File: src/rtl/div_seq_r2.sv
// rtl/div_seq_r2.sv - sequential radix-2 restoring 16-bit divider with valid/ready handshakes
//
// Computes quotient and remainder of a 16-bit dividend by a 16-bit divisor.
// Each operation spends 16 cycles in CALC (one quotient bit per cycle, MSB first)
// and one cycle in FIX before the result is presented. Divide-by-zero skips
// straight to DONE.
//
// Optional feature macro: DIV_SIGNED_EN
//   defined   : operands/results are signed two's complement, quotient truncates
//               toward zero, remainder takes the dividend's sign, -32768/-1 flags
//               overflow.
//   undefined : operands are unsigned, no negation, overflow is always 0; FIX is
//               kept as a pass-through cycle so latency is identical.
//
// Ports:
//   clk          in   1   rising-edge clock
//   rst_n        in   1   asynchronous active-low reset
//   in_valid     in   1   operand pair valid
//   in_ready     out  1   operands can be accepted (IDLE only)
//   dividend     in   16  numerator, sampled on in_valid && in_ready
//   divisor      in   16  denominator, sampled on in_valid && in_ready
//   out_valid    out  1   result valid (DONE only)
//   out_ready    in   1   consumer accepts result
//   quotient     out  16  registered quotient
//   remainder    out  16  registered remainder
//   div_by_zero  out  1   divisor was zero
//   overflow     out  1   signed -32768 / -1

`timescale 1ns/1ps

module div_seq_r2 (
    input  logic        clk,
    input  logic        rst_n,
    input  logic        in_valid,
    output logic        in_ready,
    input  logic [15:0] dividend,
    input  logic [15:0] divisor,
    output logic        out_valid,
    input  logic        out_ready,
    output logic [15:0] quotient,
    output logic [15:0] remainder,
    output logic        div_by_zero,
    output logic        overflow
);

    typedef enum logic [1:0] {
        IDLE = 2'd0,
        CALC = 2'd1,
        FIX  = 2'd2,
        DONE = 2'd3
    } state_t;

    state_t      state_q;
    logic [3:0]  cnt_q;
    logic [15:0] quo_q;         // dividend magnitude shifted out, quotient bits shifted in
    logic [15:0] dsr_q;         // divisor magnitude
    logic [16:0] rem_q;         // partial remainder
    logic        neg_quo_q;     // operand signs differ
    logic        neg_rem_q;     // dividend was negative
    logic        ovf_pend_q;    // overflow case detected at acceptance, published on entry to DONE

    logic        in_ready_q;
    logic        out_valid_q;
    logic [15:0] quotient_q;
    logic [15:0] remainder_q;
    logic        dbz_q;
    logic        ovf_q;

    // Operand conditioning at acceptance
    logic [15:0] dvd_mag;
    logic [15:0] dsr_mag;
    logic        dvd_neg;
    logic        dsr_neg;
    logic        ovf_in;

`ifdef DIV_SIGNED_EN
    // Two's-complement negation of 16'h8000 yields 16'h8000, which is exactly
    // the magnitude needed when it is read as unsigned.
    assign dvd_neg = dividend[15];
    assign dsr_neg = divisor[15];
    assign dvd_mag = dvd_neg ? (~dividend + 16'd1) : dividend;
    assign dsr_mag = dsr_neg ? (~divisor + 16'd1) : divisor;
    assign ovf_in  = (dividend == 16'h8000) && (divisor == 16'hFFFF);
`else
    assign dvd_neg = 1'b0;
    assign dsr_neg = 1'b0;
    assign dvd_mag = dividend;
    assign dsr_mag = divisor;
    assign ovf_in  = 1'b0;
`endif

    // One restoring iteration. The trial subtraction is one bit wider than the
    // partial remainder: in unsigned mode the shifted remainder can reach 17
    // significant bits, so bit 17 is the only reliable borrow indicator.
    logic [16:0] shift_d;
    logic [17:0] trial_d;
    logic [16:0] rem_d;
    logic [15:0] quo_d;

    assign shift_d = {rem_q[15:0], quo_q[15]};
    assign trial_d = {1'b0, shift_d} - {2'b00, dsr_q};

    always_comb begin
        rem_d = shift_d;
        quo_d = {quo_q[14:0], 1'b0};
        if (!trial_d[17]) begin
            rem_d = trial_d[16:0];
            quo_d = {quo_q[14:0], 1'b1};
        end
    end

    // Sign correction applied in FIX (pass-through when signs are not tracked)
    logic [15:0] quo_fix;
    logic [15:0] rem_fix;

    assign quo_fix = neg_quo_q ? (~quo_q + 16'd1) : quo_q;
    assign rem_fix = neg_rem_q ? (~rem_q[15:0] + 16'd1) : rem_q[15:0];

    always_ff @(posedge clk or negedge rst_n) begin
        if (!rst_n) begin
            state_q     <= IDLE;
            cnt_q       <= 4'd0;
            quo_q       <= 16'd0;
            dsr_q       <= 16'd0;
            rem_q       <= 17'd0;
            neg_quo_q   <= 1'b0;
            neg_rem_q   <= 1'b0;
            ovf_pend_q  <= 1'b0;
            in_ready_q  <= 1'b1;
            out_valid_q <= 1'b0;
            quotient_q  <= 16'd0;
            remainder_q <= 16'd0;
            dbz_q       <= 1'b0;
            ovf_q       <= 1'b0;
        end else begin
            case (state_q)
                IDLE: begin
                    if (in_valid && in_ready_q) begin
                        in_ready_q <= 1'b0;
                        if (divisor == 16'd0) begin
                            state_q     <= DONE;
                            out_valid_q <= 1'b1;
                            quotient_q  <= 16'hFFFF;
                            remainder_q <= dividend;
                            dbz_q       <= 1'b1;
                            ovf_q       <= 1'b0;
                        end else begin
                            state_q    <= CALC;
                            cnt_q      <= 4'd0;
                            quo_q      <= dvd_mag;
                            dsr_q      <= dsr_mag;
                            rem_q      <= 17'd0;
                            neg_quo_q  <= dvd_neg ^ dsr_neg;
                            neg_rem_q  <= dvd_neg;
                            ovf_pend_q <= ovf_in;
                        end
                    end
                end

                CALC: begin
                    rem_q <= rem_d;
                    quo_q <= quo_d;
                    cnt_q <= cnt_q + 4'd1;
                    if (cnt_q == 4'd15) begin
                        state_q <= FIX;
                    end
                end

                FIX: begin
                    state_q     <= DONE;
                    out_valid_q <= 1'b1;
                    quotient_q  <= quo_fix;
                    remainder_q <= rem_fix;
                    dbz_q       <= 1'b0;
                    ovf_q       <= ovf_pend_q;
                end

                DONE: begin
                    // Results stay frozen until the consumer takes them; in_ready
                    // only rises the cycle after the output handshake.
                    if (out_ready) begin
                        state_q     <= IDLE;
                        out_valid_q <= 1'b0;
                        in_ready_q  <= 1'b1;
                    end
                end

                default: begin
                    state_q     <= IDLE;
                    in_ready_q  <= 1'b1;
                    out_valid_q <= 1'b0;
                end
            endcase
        end
    end

    assign in_ready    = in_ready_q;
    assign out_valid   = out_valid_q;
    assign quotient    = quotient_q;
    assign remainder   = remainder_q;
    assign div_by_zero = dbz_q;
    assign overflow    = ovf_q;

endmodule

File: config.mk
export PLATFORM = sky130hd
export DESIGN_NAME = div_seq_r2
export DESIGN_NICKNAME = d
export VERILOG_FILES = /design/src/rtl/div_seq_r2.sv
export SDC_FILE = /design/constraint.sdc
export NUM_CORES = 1
export LEC_CHECK = 0
export CAP_MARGIN = 20
export CORE_MARGIN = 5
export CORE_UTILIZATION = 23
export CTS_CLUSTER_DIAMETER = 40
export DETAILED_ROUTE_END_ITERATION = 8
export PLACE_DENSITY = 0.46
export SYNTH_ARGS = -nofsm -noshare
export SYNTH_HDL_FRONTEND = slang
export SYNTH_SLANG_ARGS = --single-unit
File: constraint.sdc
create_clock -name clk -period 5 [get_ports clk]
set_clock_uncertainty 0.1 [all_clocks]
set_input_delay 0.75 -clock clk [delete_from_list [all_inputs] [get_ports clk]]
set_output_delay 0.75 -clock clk [all_outputs]
set_load 0.02 [all_outputs]
==> metrics.txt, run 1 <==
# TYPE chip_impl_metric gauge
chip_impl_info{name="outcome",value="complete, no violations"} 1
chip_impl_metric{name="achievable-frequency",unit="GHz"} 0.304
chip_impl_metric{name="synth-seq-cells",unit=""} 89
chip_impl_metric{name="die_area",unit="µm²"} 25200
chip_impl_metric{name="worst-path-stages",unit=""} 7
chip_impl_metric{name="fp-row-count",unit=""} 54
chip_impl_metric{name="synth_largest_type_area_fraction",unit=""} 0.432
chip_impl_info{name="worst_path_max_delay_cell",value="o2bb2ai_4"} 1
chip_impl_metric{name="post-route-min-period",unit="ps"} 3290
chip_impl_metric{name="worst_path_largest_cell_delay",unit="ps"} 710
chip_impl_info{name="synth_ff_type",value="dfrtp_1"} 1
chip_impl_metric{name="start_util",unit=""} 0.233
chip_impl_metric{name="ys_async_sr_fraction",unit=""} 1.00
chip_impl_metric{name="vias_in_the_first_global_route",unit=""} 4429
chip_impl_metric{name="num-nets-final",unit=""} 665
chip_impl_metric{name="grt_first_pass_wirelength",unit="mm"} 24.2
chip_impl_metric{name="grt_overall_usage",unit=""} 0.117
chip_impl_metric{name="cts.sink_count",unit=""} 89
chip_impl_metric{name="cts_hold_buf",unit=""} 0
chip_impl_metric{name="worst_slew_pin_slew",unit="ps"} 911
chip_impl_info{name="worstReg2RegStart",value="state_q[0]$_DFFE_PN0P_"} 1
chip_impl_metric{name="power.density",unit="nW/µm²"} 235
chip_impl_metric{name="post_synth.cell_area_avg",unit="µm²"} 9.20
chip_impl_metric{name="max_cap_viol_count",unit=""} 0
chip_impl_metric{name="grt_remaining_overflow",unit=""} 0
chip_impl_metric{name="cp.buffers_inverters",unit=""} 2
chip_impl_metric{name="post-cts-setup-buffers",unit=""} 0
chip_impl_info{name="cts_tree",value="done"} 1
chip_impl_metric{name="top_level_ports",unit=""} 72
chip_impl_metric{name="finalCoreUtilization",unit=""} 0.290
chip_impl_info{name="rsz0062_at_grt",value="false"} 1
chip_impl_info{name="layout_commonest_cell",value="dfrtp_1"} 1
chip_impl_metric{name="number_of_antenna_violations_at_the_first_check_in_global_routing",unit=""} 0
chip_impl_info{name="ys_top_cells_by_area",value="dfrtp_1 (43%), ha_1 (5.4%), mux2i_1 (5.1%)"} 1
chip_impl_metric{name="dp_hpwl",unit="mm"} 10.7
chip_impl_metric{name="fp.dieH",unit="µm"} 159
chip_impl_metric{name="cts_buffers",unit=""} 9
chip_impl_metric{name="ir_drop",unit="V"} 0.000116
chip_impl_metric{name="yosysUniqueCellTypes",unit=""} 62
chip_impl_info{name="clk_root_buffer_cell",value="clkbuf_16"} 1
chip_impl_info{name="synthDominantAreaCellType",value="dfrtp_1"} 1
chip_impl_metric{name="r2r_setup_slack",unit="ps"} 1930
chip_impl_metric{name="finalPower",unit="mW"} 1.48
chip_impl_info{name="startpoint_type",value="primary input"} 1
chip_impl_metric{name="detail_route.iter0.violations",unit=""} 286
chip_impl_metric{name="dpl_worst_slack",unit="ps"} 1330
chip_impl_metric{name="detail_route.vias_per_cell",unit=""} 4.71
chip_impl_metric{name="setup_slack",unit="ps"} 1710
chip_impl_metric{name="crit_path_max_fanout",unit=""} 38
chip_impl_metric{name="total_nets_after_synthesis",unit=""} 613
chip_impl_info{name="reg2reg_to",value="quotient[5]$_DFFE_PN0P_"} 1
chip_impl_info{name="critical_path.endpoint_type",value="flop"} 1
chip_impl_metric{name="route.detailed.drc",unit=""} 0
chip_impl_metric{name="detail-route-antenna-nets",unit=""} 0
chip_impl_metric{name="fin_tns_setup",unit="ps"} 0
chip_impl_metric{name="insertedDiodeCount",unit=""} 0
chip_impl_metric{name="synthesis.instances",unit=""} 554
chip_impl_metric{name="clkTransAtPathRegs",unit="ps"} 70
chip_impl_metric{name="grt_start_max_net_pins",unit=""} 54
chip_impl_metric{name="hold_violations_final",unit=""} 0
chip_impl_info{name="cp_cell_sequence",value="clkdlybuf4s50_1 -> nor4_2 -> nand4_1 -> o2bb2ai_4 -> buf_4 -> nor2_1 -> a31oi_1"} 1
chip_impl_metric{name="core_area",unit="µm²"} 21800
chip_impl_metric{name="reg2regPathDepth",unit=""} 7
chip_impl_metric{name="synth_edf_count",unit=""} 0
chip_impl_metric{name="worst-endpoint-arrival",unit="ps"} 3460
chip_impl_metric{name="h-tree-depth",unit=""} 3
chip_impl_metric{name="cp.required",unit="ps"} 5170
chip_impl_metric{name="yosysWarnings",unit=""} 0
chip_impl_metric{name="cts-resized-gates",unit=""} 0
chip_impl_metric{name="wire_per_inst",unit="µm"} 16.4
chip_impl_metric{name="setup_viol_count_final",unit=""} 0
chip_impl_metric{name="routed_wire_length",unit="mm"} 14.6
chip_impl_info{name="path_class",value="in2reg"} 1
chip_impl_metric{name="synth.yosys.seq_area_share",unit=""} 0.437
chip_impl_metric{name="route.vias.total",unit=""} 4194
chip_impl_metric{name="slew_violations",unit=""} 0
chip_impl_metric{name="cts_max_path_buffers",unit=""} 2
chip_impl_info{name="layout.cells.most_common_list",value="dfrtp_1 (88), clkdlybuf4s50_1 (69), nand2_1 (64)"} 1
chip_impl_metric{name="finalCritPeriodShare",unit=""} 0.659
chip_impl_metric{name="dieWidth",unit="µm"} 159
chip_impl_info{name="crit_family",value="buffers and inverters"} 1
chip_impl_info{name="worstHoldPathType",value="in2async"} 1
chip_impl_metric{name="gp_congestion",unit=""} 0.823
chip_impl_info{name="endpoint",value="quotient[5]$_DFFE_PN0P_"} 1
chip_impl_info{name="timing.critical_path.from",value="divisor[0]"} 1
chip_impl_metric{name="worst_slew_margin",unit=""} 0.393
chip_impl_metric{name="port_buffers",unit=""} 70
chip_impl_metric{name="area_growth_syn_to_layout",unit="%"} 24.0
chip_impl_metric{name="static-leakage-power",unit="nW"} 2.68
chip_impl_metric{name="clk-insertion-delay-late",unit="ps"} 350
chip_impl_metric{name="drive_above_1_share",unit=""} 0.0720
chip_impl_metric{name="synthesized_area",unit="µm²"} 5090
chip_impl_metric{name="firstDrtPassIters",unit=""} 4
-- cell families after synthesis --
group,count (synthesis),synth area share
compound gates,169,0.220
xor+xnor,9,0.0155
fa+ha+maj,23,0.0580
buf+inv,75,0.0680
flops,89,0.437
mux,28,0.0555
other cells,1,0.000736
simple gates,160,0.145
-- layer usage --
layer / global-route usage / part of all wire / vias to the layer above
met5: 0 / 0 / -
met4: 0.0489 / 0.029 / 0
met3: 0.0223 / 0.030 / 27
met2: 0.195 / 0.48 / 72
met1: 0.148 / 0.46 / 2019
li1: - / - / 2076
-- cell usage after synthesis (4+ instances only) --
cell type / count
clkbuf_1: 11
a21oi_2: 4
and3_1: 4
a22o_1: 4
dfrtp_1: 88
o21ai_0: 32
nor2_1: 50
buf_2: 16
a21o_1: 5
buf_4: 4
a31oi_1: 18
o211ai_1: 19
nor3_1: 12
buf_6: 4
ha_1: 22
nand2b_1: 4
a211oi_1: 7
nand2_1: 64
inv_1: 39
xnor2_1: 5
mux2i_1: 26
xor2_1: 4
a21oi_1: 43
o22ai_1: 8
nor4_2: 4
-- through the flow --
step / instance area (µm²) / hold slack, ps / std cells
after floorplan: 5090 / 354 / 554
after global placement: 6010 / 395 / 875
after global routing: 6320 / 412 / 891
after detailed placement: 6010 / 400 / 875
after CTS: 6320 / 377 / 891
final: 6320 / 350 / 891
-- registers in the layout (all words and copies together) (netlist names), 2 cells and up --
| signal | flops |
|---|---|
| state_q | 2 |
| rem_q | 16 |
| cnt_q | 4 |
| quo_q | 16 |
| quotient | 16 |
| dsr_q | 16 |
| remainder | 16 |
-- report_power, final --
part	switching, mW	internal [mW]
combinational	0.0302	0.0285
sequential	0	0.720
clock	0.301	0.405
-- final cells by class --
type	count	area, µm²
clock buffers	11	243
flip-flops and latches	89	2230
inverters	39	146
multi-input cells	390	2540
well taps	280	350
repair buffers	77	751
fillers	2311	15500
clock inverters	5	62.6
-- worst min path at each step --
stage | startpoint | end | slack [ps]
2_1_floorplan | rst_n | cnt_q[0]$_DFFE_PN0P_ | 350
3_3_place_gp | quo_q[11]$_DFFE_PN0P_ | quo_q[11]$_DFFE_PN0P_ | 400
3_5_place_dp | quo_q[11]$_DFFE_PN0P_ | quo_q[11]$_DFFE_PN0P_ | 400
4_1_cts | rst_n | dsr_q[0]$_DFFE_PN0P_ | 380
5_1_grt | rst_n | out_valid$_DFFE_PN0P_ | 410
6_report | rst_n | remainder[15]$_DFFE_PN0P_ | 350
Note: power is estimated with default switching activity, not from simulation.
==> run 2: changes to the inputs <==
==> constraint.sdc (replaced) <==
create_clock -name clk -period 3.1 [get_ports clk]
set_clock_uncertainty 0.1 [all_clocks]
set_input_delay 0.465 -clock clk [delete_from_list [all_inputs] [get_ports clk]]
set_output_delay 0.465 -clock clk [all_outputs]
set_load 0.02 [all_outputs]
==> run 2 against run 1 <==
Effect of this change: cell area rose by 1.4%; hold slack improved by 63 ps; non-clock buffer count increased by 7; critical path type is now reg2reg; combinational power up 66%; die area is the same; utilization grew 0.40 points; highest routed layer unchanged; via count increased by 1.4%; worst setup slack got worse by 1300 ps; critical path depth rose by 3; critical endpoint is now rem_q[12]$_DFFE_PN0P_; first-iteration DRC count is 20% higher; register-to-register slack got worse by 1500 ps.
==> metrics.txt, run 2 (same netlist as run 1, synthesis figures left out) <==
# TYPE chip_impl_metric gauge
chip_impl_metric{name="wire_per_inst",unit="µm"} 16.2
chip_impl_metric{name="dieWidth",unit="µm"} 159
chip_impl_metric{name="cts_hold_buf",unit=""} 1
chip_impl_metric{name="top_level_ports",unit=""} 72
chip_impl_metric{name="dp_hpwl",unit="mm"} 11.0
chip_impl_info{name="endpoint",value="rem_q[12]$_DFFE_PN0P_"} 1
chip_impl_info{name="rsz0062_at_grt",value="false"} 1
chip_impl_metric{name="number_of_antenna_violations_at_the_first_check_in_global_routing",unit=""} 0
chip_impl_metric{name="finalCritPeriodShare",unit=""} 0.875
chip_impl_info{name="worstHoldPathType",value="reg2reg"} 1
chip_impl_metric{name="static-leakage-power",unit="nW"} 2.72
chip_impl_metric{name="switching_share",unit=""} 0.226
chip_impl_metric{name="setup_viol_count_final",unit=""} 0
chip_impl_metric{name="die_area",unit="µm²"} 25200
chip_impl_metric{name="detail_route.iter0.violations",unit=""} 343
chip_impl_info{name="startpoint_type",value="flop"} 1
chip_impl_metric{name="detail_route.vias_per_cell",unit=""} 4.74
chip_impl_metric{name="worst_slew_pin_slew",unit="ps"} 697
chip_impl_metric{name="cp.required",unit="ps"} 3260
chip_impl_metric{name="reg2regPathDepth",unit=""} 10
chip_impl_metric{name="fin_tns_setup",unit="ps"} 0
chip_impl_info{name="layout_commonest_cell",value="dfrtp_1"} 1
chip_impl_info{name="path_class",value="reg2reg"} 1
chip_impl_metric{name="clkTransAtPathRegs",unit="ps"} 70
chip_impl_metric{name="num-nets-final",unit=""} 672
chip_impl_metric{name="share_clk_of_total_power",unit=""} 0.478
chip_impl_metric{name="cts_max_path_buffers",unit=""} 2
chip_impl_info{name="reg2reg_to",value="rem_q[12]$_DFFE_PN0P_"} 1
chip_impl_metric{name="drive_above_1_share",unit=""} 0.0825
chip_impl_metric{name="r2r_setup_slack",unit="ps"} 390
chip_impl_metric{name="post-route-min-period",unit="ps"} 2710
chip_impl_metric{name="grt_start_max_net_pins",unit=""} 67
chip_impl_metric{name="grt_remaining_overflow",unit=""} 0
chip_impl_metric{name="port_buffers",unit=""} 70
chip_impl_metric{name="area_growth_syn_to_layout",unit="%"} 25.7
chip_impl_metric{name="firstDrtPassIters",unit=""} 4
chip_impl_metric{name="cts.sink_count",unit=""} 89
chip_impl_metric{name="routed_wire_length",unit="mm"} 14.6
chip_impl_metric{name="comb_power_share",unit=""} 0.040
chip_impl_info{name="timing.critical_path.from",value="quo_q[15]$_DFFE_PN0P_"} 1
chip_impl_metric{name="worst-endpoint-arrival",unit="ps"} 2880
chip_impl_metric{name="whs",unit="ps"} 414
chip_impl_metric{name="post-cts-setup-buffers",unit=""} 0
chip_impl_metric{name="vias_in_the_first_global_route",unit=""} 4387
chip_impl_metric{name="achievable-frequency",unit="GHz"} 0.368
chip_impl_metric{name="route.detailed.drc",unit=""} 0
chip_impl_metric{name="h-tree-depth",unit=""} 3
chip_impl_metric{name="core_area",unit="µm²"} 21800
chip_impl_metric{name="sequential_power_share",unit=""} 0.482
chip_impl_metric{name="clk-insertion-delay-late",unit="ps"} 340
chip_impl_metric{name="fp-row-count",unit=""} 54
chip_impl_metric{name="fp.dieH",unit="µm"} 159
chip_impl_metric{name="grt_overall_usage",unit=""} 0.115
chip_impl_metric{name="ir_drop",unit="V"} 0.000202
chip_impl_info{name="worstReg2RegStart",value="quo_q[15]$_DFFE_PN0P_"} 1
chip_impl_metric{name="cts-resized-gates",unit=""} 0
chip_impl_metric{name="worst_slew_margin",unit=""} 0.529
chip_impl_info{name="cts_tree",value="done"} 1
chip_impl_info{name="outcome",value="complete, no violations"} 1
chip_impl_metric{name="route.vias.total",unit=""} 4254
chip_impl_metric{name="gp_congestion",unit=""} 0.790
chip_impl_info{name="critical_path.endpoint_type",value="flop"} 1
chip_impl_metric{name="start_util",unit=""} 0.233
chip_impl_metric{name="power.density",unit="nW/µm²"} 376
chip_impl_metric{name="grt_first_pass_wirelength",unit="mm"} 23.9
chip_impl_metric{name="p_int",unit="mW"} 1.86
chip_impl_metric{name="insertedDiodeCount",unit=""} 0
chip_impl_info{name="clk_root_buffer_cell",value="clkbuf_16"} 1
chip_impl_metric{name="power.switching",unit="mW"} 0.545
chip_impl_metric{name="crit_path_max_fanout",unit=""} 5
chip_impl_metric{name="slew_violations",unit=""} 0
chip_impl_metric{name="cts_buffers",unit=""} 9
chip_impl_metric{name="detail-route-antenna-nets",unit=""} 0
chip_impl_metric{name="final_cell_area",unit="µm²"} 6410
chip_impl_info{name="layout.cells.most_common_list",value="dfrtp_1 (88), clkdlybuf4s50_1 (69), nand2_1 (64)"} 1
chip_impl_metric{name="detailed_place.area",unit="µm²"} 6080
chip_impl_metric{name="hold_violations_final",unit=""} 0
chip_impl_metric{name="max_cap_viol_count",unit=""} 0
## run 2: power groups by stage
stage	Combinational [mW]	Sequential, mW	Clock, mW
floorplan	0.0123	1.18	0
detailed placement	0.0983	1.18	0
CTS	0.100	1.16	1.19
global route	0.107	1.16	1.23
finish	0.0974	1.16	1.15
global placement	0.0975	1.18	0
## run 2: routing by layer
| metal | global-route usage | routed length (µm) |
|---|---|---|
| met1 | 0.145 | 6450 |
| met2 | 0.196 | 7250 |
| met3 | 0.0272 | 582 |
| met4 | 0.0340 | 291 |
| met5 | 0 | 0 |
## run 2: worst min path at each step
| stage | start | endpoint | slack, ps | cells past startpoint |
|---|---|---|---|---|
| 3_3_place_gp | rst_n | state_q[0]$_DFFE_PN0P_ | 370 | 1 |
| 3_5_place_dp | rst_n | state_q[0]$_DFFE_PN0P_ | 380 | 1 |
| 2_1_floorplan | rst_n | cnt_q[0]$_DFFE_PN0P_ | 70 | 0 |
| 5_1_grt | quo_q[8]$_DFFE_PN0P_ | quo_q[8]$_DFFE_PN0P_ | 450 | 2 |
| 4_1_cts | quo_q[11]$_DFFE_PN0P_ | quo_q[11]$_DFFE_PN0P_ | 420 | 2 |
| 6_report | quo_q[11]$_DFFE_PN0P_ | quo_q[11]$_DFFE_PN0P_ | 410 | 2 |
## run 2: layout make-up
cell class	count	area (µm²)
fillers	2266	15400
multi-input cells	390	2540
flip-flops and latches	89	2230
repair buffers	84	831
well taps	280	350
clock buffers	10	239
inverters	39	146
clock inverters	6	72.6
## run 2: worst max-delay path, stage by stage, from the launching register on
cell	delay, ps
dfrtp_1	360
inv_1	150
ha_1	210
inv_1	60
fa_1	390
a21o_1	210
a221oi_2	450
or2_2	210
a21boi_0	230
o2111ai_1	140
o211ai_1	120
## run 2: stage by stage
step	power [mW]	worst slack [ps]	util	std cells
2_1_floorplan	1.20	808	-	554
3_3_place_gp	1.28	233	0.279	881
3_5_place_dp	1.28	250	0.279	881
4_1_cts	2.45	370	0.294	898
5_1_grt	2.50	164	0.294	898
6_report	2.41	386	0.294	898
